[config.mk]
export PLATFORM = sky130hd
export DESIGN_NAME = instr_fetch_unit
export DESIGN_NICKNAME = d
export VERILOG_FILES = /design/src/rtl/riscv_pkg.sv /design/src/rtl/fetch_fifo.sv /design/src/rtl/instr_fetch_unit.sv
export SDC_FILE = /design/constraint.sdc
export NUM_CORES = 1
export LEC_CHECK = 0
export ABC_AREA = 1
export BUFFER_PORTS_ARGS = -buffer_cell sky130_fd_sc_hd__clkbuf_2
export CAP_MARGIN = 20
export CORE_ASPECT_RATIO = 1.1
export CORE_MARGIN = 10
export CORE_UTILIZATION = 50
export CTS_CLUSTER_SIZE = 8
export DETAILED_ROUTE_END_ITERATION = 8
export MAX_ROUTING_LAYER = met4
export PLACE_DENSITY = 0.72
export SKIP_LAST_GASP = 1
export SLEW_MARGIN = 30
export SYNTH_ARGS = -nofsm -noshare
export SYNTH_HDL_FRONTEND = slang
export SYNTH_HIERARCHICAL = 1
export SYNTH_SLANG_ARGS = --single-unit
[constraint.sdc]
create_clock -name clk -period 10.3 [get_ports clk]
set_input_delay 0 -clock clk [delete_from_list [all_inputs] [get_ports clk]]
set_output_delay 0 -clock clk [all_outputs]
set_load 0.05 [all_outputs]
[src/rtl/riscv_pkg.sv]
// Shared RISC-V definitions: opcode constants, fetch FSM state encoding and
// the default address width used by the fetch stage.
package riscv_pkg;

    localparam int XLEN = 32;

    localparam logic [6:0] OPC_RTYPE  = 7'b0110011;
    localparam logic [6:0] OPC_LOAD   = 7'b0000011;
    localparam logic [6:0] OPC_STORE  = 7'b0100011;
    localparam logic [6:0] OPC_BRANCH = 7'b1100011;

    typedef enum logic [1:0] {
        FS_IDLE  = 2'd0,
        FS_RUN   = 2'd1,
        FS_FLUSH = 2'd2
    } fetch_state_e;

endpackage

[src/rtl/fetch_fifo.sv]
// Small synchronous FIFO for fetched {pc, instr} entries. The head entry is
// read straight from the storage array so a word pushed on one edge is
// visible at the output right after it. clear wins over push and pop.
module fetch_fifo #(
    parameter int DEPTH = 2,
    parameter int WIDTH = 64
) (
    input  logic                       clk,
    input  logic                       reset,
    input  logic                       push,
    input  logic [WIDTH-1:0]           push_data,
    input  logic                       pop,
    input  logic                       clear,
    output logic [WIDTH-1:0]           head_data,
    output logic [$clog2(DEPTH+1)-1:0] count,
    output logic                       empty,
    output logic                       full
);

    localparam int PTR_W = (DEPTH > 1) ? $clog2(DEPTH) : 1;
    localparam int CNT_W = $clog2(DEPTH + 1);
    localparam logic [PTR_W-1:0] LAST_PTR = PTR_W'(DEPTH - 1);

    logic [WIDTH-1:0] mem_reg [DEPTH];
    logic [PTR_W-1:0] wr_ptr_reg, rd_ptr_reg;
    logic [CNT_W-1:0] count_reg;
    logic             do_push, do_pop;

    assign empty     = (count_reg == '0);
    assign full      = (count_reg == CNT_W'(DEPTH));
    assign count     = count_reg;
    assign head_data = mem_reg[rd_ptr_reg];
    assign do_pop    = pop && !empty;
    assign do_push   = push && (!full || do_pop);

    // Storage write; entries need no reset since count gates visibility.
    always_ff @(posedge clk) begin
        if (do_push && !clear) begin
            mem_reg[wr_ptr_reg] <= push_data;
        end
    end

    // Pointer and occupancy bookkeeping.
    always_ff @(posedge clk) begin
        if (reset || clear) begin
            wr_ptr_reg <= '0;
            rd_ptr_reg <= '0;
            count_reg  <= '0;
        end else begin
            if (do_push) begin
                wr_ptr_reg <= (wr_ptr_reg == LAST_PTR) ? '0 : wr_ptr_reg + PTR_W'(1);
            end
            if (do_pop) begin
                rd_ptr_reg <= (rd_ptr_reg == LAST_PTR) ? '0 : rd_ptr_reg + PTR_W'(1);
            end
            if (do_push && !do_pop) begin
                count_reg <= count_reg + CNT_W'(1);
            end else if (do_pop && !do_push) begin
                count_reg <= count_reg - CNT_W'(1);
            end
        end
    end

endmodule

[src/rtl/instr_fetch_unit.sv]
// Instruction fetch stage: owns the PC, issues credit-limited word requests to
// instruction memory, buffers in-order responses and hands {pc, instr, opcode}
// to decode. Redirects retarget the PC, flush the buffer and drop responses to
// requests already in flight.
// Optional build macro INSTR_FETCH_ALIGN_CHECK_EN: a misaligned redirect raises
// a sticky if_misaligned flag and halts fetch until an aligned redirect.
module instr_fetch_unit #(
    parameter int              XLEN       = riscv_pkg::XLEN,
    parameter logic [XLEN-1:0] RESET_PC   = '0,
    parameter int              FIFO_DEPTH = 2
) (
    input  logic            clk,
    input  logic            reset,
    output logic            imem_req_valid,
    input  logic            imem_req_ready,
    output logic [XLEN-1:0] imem_req_addr,
    input  logic            imem_rsp_valid,
    input  logic [31:0]     imem_rsp_data,
    input  logic            redirect_valid,
    input  logic [XLEN-1:0] redirect_pc,
    output logic            if_valid,
    input  logic            if_ready,
    output logic [31:0]     if_instr,
    output logic [XLEN-1:0] if_pc,
`ifdef INSTR_FETCH_ALIGN_CHECK_EN
    output logic            if_misaligned,
`endif
    output logic [6:0]      if_opcode
);

    import riscv_pkg::*;

    localparam int CNT_W   = $clog2(FIFO_DEPTH + 1);
    localparam int ENTRY_W = XLEN + 32;
    localparam logic [XLEN-1:0] ALIGN_MASK = ~XLEN'(3);
    localparam logic [XLEN-1:0] PC_STEP    = XLEN'(4);

    fetch_state_e     state_reg, state_next;
    logic [XLEN-1:0]  pc_reg, pc_next;
    logic [XLEN-1:0]  resp_pc_reg, resp_pc_next;   // address of the next response kept
    logic [CNT_W-1:0] outstanding_reg, outstanding_next;
    logic [CNT_W-1:0] drop_cnt_reg, drop_cnt_next;
    logic             hold_reg, hold_next;         // request shown but not yet accepted

    logic             halted;
    logic             redirect_take, accept, rsp_ok, keep_rsp, pop, credit_ok;
    logic [CNT_W:0]   credit_used;
    logic [XLEN-1:0]  redirect_target;
    logic [CNT_W-1:0] fifo_count;
    logic             fifo_empty, fifo_full;
    logic [ENTRY_W-1:0] fifo_head;

`ifdef INSTR_FETCH_ALIGN_CHECK_EN
    logic misaligned_reg, misaligned_next;
    assign halted        = misaligned_reg;
    assign if_misaligned = misaligned_reg;
`else
    assign halted = 1'b0;
`endif

    // A slot freed by this cycle's pop counts as a credit so that steady-state
    // fetch sustains one word per cycle; a shown request stays up until taken.
    assign redirect_take   = redirect_valid && (state_reg != FS_IDLE);
    assign redirect_target = redirect_pc & ALIGN_MASK;
    assign pop             = if_valid && if_ready;
    assign credit_used     = {1'b0, outstanding_reg} + {1'b0, fifo_count} - {{CNT_W{1'b0}}, pop};
    assign credit_ok       = credit_used < (CNT_W + 1)'(FIFO_DEPTH);
    assign imem_req_valid  = (state_reg == FS_RUN) && !halted && (credit_ok || hold_reg);
    assign imem_req_addr   = pc_reg;
    assign accept          = imem_req_valid && imem_req_ready;
    assign rsp_ok          = imem_rsp_valid && (outstanding_reg != '0);
    assign keep_rsp        = rsp_ok && (state_reg == FS_RUN) && !redirect_take && !halted
                             && (!fifo_full || pop);

    assign if_valid  = !fifo_empty;
    assign if_pc     = fifo_head[ENTRY_W-1:32];
    assign if_instr  = fifo_head[31:0];
    assign if_opcode = fifo_head[6:0];

    fetch_fifo #(
        .DEPTH (FIFO_DEPTH),
        .WIDTH (ENTRY_W)
    ) u_fifo (
        .clk       (clk),
        .reset     (reset),
        .push      (keep_rsp),
        .push_data ({resp_pc_reg, imem_rsp_data}),
        .pop       (pop),
        .clear     (redirect_take),
        .head_data (fifo_head),
        .count     (fifo_count),
        .empty     (fifo_empty),
        .full      (fifo_full)
    );

    // Next-state logic: PC advance, credit/drop counters and FSM, redirect last.
    always_comb begin
        state_next       = state_reg;
        pc_next          = pc_reg;
        resp_pc_next     = resp_pc_reg;
        drop_cnt_next    = drop_cnt_reg;
        hold_next        = imem_req_valid && !imem_req_ready && !redirect_take;
        outstanding_next = outstanding_reg + CNT_W'(accept) - CNT_W'(rsp_ok);
`ifdef INSTR_FETCH_ALIGN_CHECK_EN
        misaligned_next  = misaligned_reg;
`endif
        if (accept) begin
            pc_next = pc_reg + PC_STEP;
        end
        if (keep_rsp) begin
            resp_pc_next = resp_pc_reg + PC_STEP;
        end
        case (state_reg)
            FS_IDLE: state_next = FS_RUN;
            FS_RUN:  state_next = FS_RUN;
            FS_FLUSH: begin
                if (drop_cnt_reg == '0) begin
                    state_next = FS_RUN;
                end else if (rsp_ok) begin
                    drop_cnt_next = drop_cnt_reg - CNT_W'(1);
                    if (drop_cnt_reg == CNT_W'(1)) begin
                        state_next = FS_RUN;
                    end
                end
            end
            default: state_next = FS_IDLE;
        endcase
        // Everything still in flight after this cycle, including a request
        // accepted right now, belongs to the old path.
        if (redirect_take) begin
            pc_next       = redirect_target;
            resp_pc_next  = redirect_target;
            drop_cnt_next = outstanding_next;
            state_next    = (outstanding_next == '0) ? FS_RUN : FS_FLUSH;
`ifdef INSTR_FETCH_ALIGN_CHECK_EN
            misaligned_next = (redirect_pc[1:0] != 2'b00);
`endif
        end
    end

    // State register.
    always_ff @(posedge clk) begin
        if (reset) begin
            state_reg       <= FS_IDLE;
            pc_reg          <= RESET_PC;
            resp_pc_reg     <= RESET_PC;
            outstanding_reg <= '0;
            drop_cnt_reg    <= '0;
            hold_reg        <= 1'b0;
`ifdef INSTR_FETCH_ALIGN_CHECK_EN
            misaligned_reg  <= 1'b0;
`endif
        end else begin
            state_reg       <= state_next;
            pc_reg          <= pc_next;
            resp_pc_reg     <= resp_pc_next;
            outstanding_reg <= outstanding_next;
            drop_cnt_reg    <= drop_cnt_next;
            hold_reg        <= hold_next;
`ifdef INSTR_FETCH_ALIGN_CHECK_EN
            misaligned_reg  <= misaligned_next;
`endif
        end
    end

endmodule

==> results.cfg, run 1 <==
[routing]
wl_per_cell_um = 15.35
drt_first_pass_iters = 7
totalWireLength_mm = 23.91
drt.antenna.violating_nets = 0
detailroute.via_count = 7997
route.detailed.vias_per_inst = 5.133
dr.first_iter.drc_count = 560
drcViolationCount = 0

[cells_and_area]
final_layout_size_suffix_gt1_frac = 0.2351
largest_register_ffs = 128
final_standard_cell_utilization_of_the_core = 0.6154
finish.net_count = 1374
antenna_cells = 0
synthToLayoutAreaGrowth_pct = 20.96

[sta]
layout_worst_path_cycle_share = 0.3811
max_freq_ghz = 0.2547
setup-violations-final = 0
worst_margin_slew_ps = 933.1
timing.final.crit_period_ps = 3926
final_layout_setup_total_negative_slack_ps = 0
finClkSkew_ps = 10.99
timing_max_transition_violations_final = 0
grt_setup_unrepaired = false
final.hold.worst_slack_ps = 27.68
max_slew_margin = 0.3762
finalHoldViolCount = 0

[floorplanning]
floorplan.io_pins = 175
die_y_um = 169.1
design.die.area_mm2 = 0.02630
num_rows = 54
fp.coreArea_mm2 = 0.01986
initial_cell_density_of_the_core = 0.5088
floorplan.die.width_um = 155.6

[synthesis]
ys_seq_elements = 200
gate_count_after_technology_mapping = 1075
yosys_warnings = 6
synth.yosys.seq_area_share = 0.5230
synth_enable_flop_cells = 128
synth_ff_type = sky130_fd_sc_hd__edfxtp_1
synth_cell_types = 41
yosys-top-cells-area = sky130_fd_sc_hd__edfxtp_1, sky130_fd_sc_hd__dfxtp_1, sky130_fd_sc_hd__mux2_4
syn_avg_cell_area_um2 = 9.401
netlist_top_cells_count = sky130_fd_sc_hd__nand2_1, sky130_fd_sc_hd__edfxtp_1, sky130_fd_sc_hd__inv_1, sky130_fd_sc_hd__nor2_1, sky130_fd_sc_hd__nand3_1
asyncSetResetFlopFracSynth = 0
most_frequent_cell_after_synthesis = sky130_fd_sc_hd__nand2_1
synthesis.area_mm2 = 0.01011
synth_area_leader_cell = sky130_fd_sc_hd__edfxtp_1
synthDominantCellAreaShare = 0.3803

[critical_path]
critPathBufInv = 2
worst-path-max-fanout = 32
reg2reg_setup_slack_ps = 6370
critical_path.startpoint_type = register
worstSetupPathType = reg2reg
cp.arrival_ps = 4250
critical-path-top-cell-by-count = sky130_fd_sc_hd__nor2_1
slowest_cell_on_crit_path = sky130_fd_sc_hd__nand2_2
cpPeakStageDelay_ps = 820
end_kind = register
cp.required_ps = 10620
worstSetupEndpoint = imem_req_addr[12]$_SDFFE_PP0P_
reg2reg_from = u_fifo/count[1]$_SDFFE_PP0P_
crit_start = u_fifo/count[1]$_SDFFE_PP0P_
timing.critical_path.max_delay_family = simple AND/OR/NAND/NOR gates
reg2reg_to = imem_req_addr[12]$_SDFFE_PP0P_
reg2regPathDepth = 13
timing.critical_path.depth = 13
path_cells = nor2_1, nor2_1, ha_1, inv_1, nand2_1, fa_1, nand3_1, nand2_1, nand3_1, nand2_2, inv_1, nor2_1, nor2_1

[clock_network]
post_cts_buffers = 0
cts_sinks = 200
clkLatencyLatePin_ps = 430
htree_num_levels = 4
postCtsResizedCells = 0
cts_tree = yes
clock_tree.root_cell = sky130_fd_sc_hd__clkbuf_16
cts-buffers-inserted = 17
cts-root-to-sink-buffers = 2
clk_pin_slew_ps = 70

[global_route]
grt_remaining_overflow = 0
grt_max_degree = 82
grt_pass1_wl_mm = 39.16
antenna_violations_before_repair = 0
first_global_vias = 7769
grt.total_usage = 0.1867

[flow_run]
max_cap_violations = 0

[power]
power_per_cell_area_mw_per_mm2 = 210.0
leakagePower_nw = 5.106
vdd.ir_drop.worst_mv = 0.1739

[placement]
hpwlAfterDp_mm = 16.40
numPortBuffers = 170
finalWeightedCongestion = 0.9163

[min_path]
worst_hold_path_type = in2reg

[status]
result_of_the_run = finished, final reports clean
-- report_power, final --
part           switching (mW)  internal, mW  leakage [nW]
clock network           0.307         0.363         0.283
registers               0.134         0.965          1.76
logic                   0.566         0.232          3.06
total                    1.01          1.56          5.11
-- worst min-delay path by stage --
stage | cells past startpoint | from | to | slack, ps
4_1_cts | 5 | redirect_pc[25] | resp_pc_reg[25]$_SDFFE_PP0P_ | 20
3_5_place_dp | 2 | imem_req_ready | hold_reg$_SDFF_PP0_ | 190
3_3_place_gp | 1 | imem_rsp_data[16] | u_fifo/mem_reg[1][16]$_DFFE_PP_ | 190
2_1_floorplan | 1 | reset | u_fifo/count[0]$_SDFFE_PP0P_ | 80
6_report | 5 | redirect_pc[25] | resp_pc_reg[25]$_SDFFE_PP0P_ | 30
5_1_grt | 5 | redirect_pc[25] | resp_pc_reg[25]$_SDFFE_PP0P_ | 30
-- stage by stage --
stage | worst slack, ps | instances | cell area [um^2] | total power, mW
2_1_floorplan | 4278 | 1080 | 10120 | 1.705
3_3_place_gp | 6437 | 1463 | 10990 | 1.869
3_5_place_dp | 6385 | 1463 | 10990 | 1.889
4_1_cts | 6373 | 1558 | 12220 | 2.579
5_1_grt | 6030 | 1558 | 12220 | 2.725
6_report | 6374 | 1558 | 12220 | 2.567
-- worst register-to-register path: stages (launching register included) --
cell and delay [ps]:
sky130_fd_sc_hd__dfxtp_1 360, sky130_fd_sc_hd__nor2_1 210, sky130_fd_sc_hd__nor2_1 100, sky130_fd_sc_hd__ha_1 290, sky130_fd_sc_hd__inv_1 50, sky130_fd_sc_hd__nand2_1 50, sky130_fd_sc_hd__fa_1 490, sky130_fd_sc_hd__nand3_1 70
sky130_fd_sc_hd__nand2_1 80, sky130_fd_sc_hd__nand3_1 660, sky130_fd_sc_hd__nand2_2 830, sky130_fd_sc_hd__inv_1 390, sky130_fd_sc_hd__nor2_1 200, sky130_fd_sc_hd__nor2_1 60
-- metal layers --
layer / track usage / up-vias / share of wire
li1: - / 3999 / -
met5: - / - / 0
met4: 0.04479 / 0 / 0.012
met3: 0.03929 / 22 / 0.063
met2: 0.2925 / 265 / 0.47
met1: 0.2433 / 3711 / 0.46
-- cell usage in the layout, fill, tap and decap left out, drive strengths merged, types with 9 or more instances in the layout --
cell type | netlist | routed
dlygate4sd3 | 0 | 64
dfxtp | 72 | 72
inv | 122 | 126
edfxtp | 128 | 128
clkbuf | 6 | 187
a21oi | 55 | 55
o21ai | 66 | 66
ha | 9 | 9
nand2 | 241 | 241
nand3 | 89 | 89
nor2 | 138 | 138
mux2 | 64 | 64
-- repair_timing --
| item | in CTS | in global routing |
|---|---|---|
| hold buffers | 64 | 0 |
| endpoints found under the setup margin | 0 | 0 |
| endpoints found under the hold margin | 123 | 0 |
-- area by class of cell --
type	count	area, um^2
flip-flops and latches	200	5289
well taps	252	315.3
clock buffers	17	425.4
inverters	123	461.7
fillers	1677	7640
repair buffers	239	1529
clock inverters	14	170.2
multi-input cells	713	4034
-- cell families (layout without fill, tap and decap cells) --
kind of cell | after synthesis | after routing | share of synthesized area
mux | 64 | 64 | 0.09360
xor+xnor | 7 | 7 | 0.006067
compound gates | 141 | 141 | 0.07416
simple gates | 485 | 485 | 0.2080
flops | 200 | 200 | 0.5230
other cells | 1 | 6 | 0.0003711
fa+ha+maj | 10 | 10 | 0.01312
buf+inv | 167 | 393 | 0.08171
No activity file was read; power rests on OpenSTA's default activity.
==> inputs of run 2 (changes only) <==
==> constraint.sdc (replaced) <==
create_clock -name clk -period 3.97 [get_ports clk]
set_input_delay 0 -clock clk [delete_from_list [all_inputs] [get_ports clk]]
set_output_delay 0 -clock clk [all_outputs]
set_load 0.05 [all_outputs]
==> run 2 against run 1 <==
Hold slack better by 0.68 ps. Largest power group unchanged. Clock-buffer cell count stayed put. Die area stayed put. Fmax is 28% higher. Register-to-register slack worse by 5500 ps. Largest cell class unchanged.
==> results.cfg, run 2 (same netlist as run 1, synthesis figures left out) <==
[status]
result_of_the_run = finished, final reports clean

[sta]
worst_margin_slew_ps = 968.4
finalHoldViolCount = 0
max_slew_margin = 0.3544
timing_max_transition_violations_final = 0
final_layout_setup_total_negative_slack_ps = 0
max_freq_ghz = 0.3266
layout_worst_path_cycle_share = 0.7711
setup-violations-final = 0
timing.final.crit_period_ps = 3061
grt_setup_unrepaired = false
finClkSkew_ps = 11.05

[clock_network]
cts_tree = yes
clock_tree.root_cell = sky130_fd_sc_hd__clkbuf_16
clk_pin_slew_ps = 80
post_cts_buffers = 0
cts-buffers-inserted = 17
cts_sinks = 200
clkLatencyLatePin_ps = 440
cts-root-to-sink-buffers = 2
htree_num_levels = 4

[floorplanning]
floorplan.die.width_um = 155.6
die_y_um = 169.1
fp.coreArea_mm2 = 0.01986
design.die.area_mm2 = 0.02630
initial_cell_density_of_the_core = 0.5088
floorplan.io_pins = 175
num_rows = 54

[routing]
dr.first_iter.drc_count = 465
routed.top_layer = met4
drt.antenna.violating_nets = 0
met2_wire_length_mm = 11.21
drt_first_pass_iters = 5
route.detailed.vias_per_inst = 5.035
wl_per_cell_um = 15.19
met1_wirelength_mm = 10.88
detailroute.via_count = 7875
met3RoutedLength_mm = 1.411
totalWireLength_mm = 23.76
drcViolationCount = 0

[global_route]
antenna_violations_before_repair = 1
first_global_vias = 7747
grt.total_usage = 0.1847
grt_remaining_overflow = 0
grt_max_degree = 73
grt_pass1_wl_mm = 38.71

[cells_and_area]
finish.net_count = 1378
design_area_mm2 = 0.01231
largest_register_ffs = 128
final_standard_cell_utilization_of_the_core = 0.6197
commonest_non_fill_non_tap_cells_in_the_layout = sky130_fd_sc_hd__nand2_1, sky130_fd_sc_hd__clkbuf_2, sky130_fd_sc_hd__edfxtp_1
final_layout_size_suffix_gt1_frac = 0.2387
synthToLayoutAreaGrowth_pct = 21.80
layout_commonest_cell = sky130_fd_sc_hd__nand2_1

[critical_path]
slowest_cell_on_crit_path = sky130_fd_sc_hd__fa_1
critPathBufInv = 4
path_cells = nor2_1, nor2_1, ha_1, inv_1, nand2_1, fa_1, nand3_1, nand2_1, nand3_1, buf_4, nand2_2, buf_4, inv_1, nor2_1, a21oi_1
timing.critical_path.max_delay_family = buffers and inverters
crit_start = u_fifo/count[0]$_SDFFE_PP0P_
worstSetupPathType = reg2reg
cp.required_ps = 4300
end_kind = register
cp.arrival_ps = 3390
cpPeakStageDelay_ps = 480
critical_path.startpoint_type = register
worst-path-max-fanout = 32
critical-path-top-cell-by-count = sky130_fd_sc_hd__nor2_1
reg2reg_from = u_fifo/count[0]$_SDFFE_PP0P_

[power]
internal_power_mw = 4.129
clkPwrFrac = 0.267
power.combinational.fraction = 0.310
power_per_cell_area_mw_per_mm2 = 546.4
leakagePower_nw = 5.145
vdd.ir_drop.worst_mv = 0.3788
finalPower_mw = 6.726
total_switching_power_mw = 2.597
share_seq_of_total_power = 0.423
netSwitchingFraction = 0.3861

[placement]
finalWeightedCongestion = 0.9063
numPortBuffers = 170
hpwlAfterDp_mm = 16.31
placed_area_mm2 = 0.01105

[min_path]
hold_path.startpoint = redirect_pc[25]
worst_hold_path_type = in2reg

[flow_run]
max_cap_violations = 0
==> run 2: area by class of cell <==
class	count	area [um^2]
multi-input cells	713	4040
flip-flops and latches	200	5289
clock inverters	15	191.4
fillers	1641	7555
diodes	1	2.502
inverters	123	461.7
well taps	252	315.3
clock buffers	17	425.4
repair buffers	243	1584
==> run 2: worst min-delay path, stage by stage <==
cell and delay (ps):
sky130_fd_sc_hd__clkbuf_2 80, sky130_fd_sc_hd__inv_1 40, sky130_fd_sc_hd__nor2_1 60, sky130_fd_sc_hd__a21oi_1 150
sky130_fd_sc_hd__a21oi_1 90
==> run 2: routing by layer <==
layer  vias up  track usage
li1       4000            -
met1      3589       0.2338
met2       262       0.2942
met3        24      0.04360
met4         0      0.04438
met5         -            -
==> run 2: worst paths after layout <==
path | endpoint | slack, ps | cells past startpoint
worst max-delay path | imem_req_addr[16]$_SDFFE_PP0P_ | 910 | 15
worst min-delay path | imem_req_addr[25]$_SDFFE_PP0P_ | 30 | 5
worst max register to register | imem_req_addr[16]$_SDFFE_PP0P_ | 910 | 15
worst min register to register | u_fifo/rd_ptr_reg$_SDFFE_PP0P_ | 510 | 2
==> run 2: power by group through the flow <==
stage / Combinational (mW) / Sequential (mW) / Clock, mW
finish: 2.09 / 2.84 / 1.80
detailed placement: 2.03 / 2.88 / 0
global route: 2.32 / 2.89 / 1.93
CTS: 2.09 / 2.84 / 1.83
floorplan: 1.23 / 3.20 / 0
global placement: 2.00 / 2.87 / 0
==> run 2: timing repair <==
action | in CTS | in global routing
gates resized for setup | 0 | 0
hold endpoints to repair | 122 | 0
hold buffers | 64 | 0
==> run 2: metrics by stage <==
stage                     instances  setup slack [ps]  hold slack [ps]
after global routing           1564             550.5            41.72
after CTS                      1563             913.7            6.028
after detailed placement       1467             926.9            193.1
final                          1564             908.6            28.36
after global placement         1466             975.7            188.3
after floorplan                1080             727.5            76.79
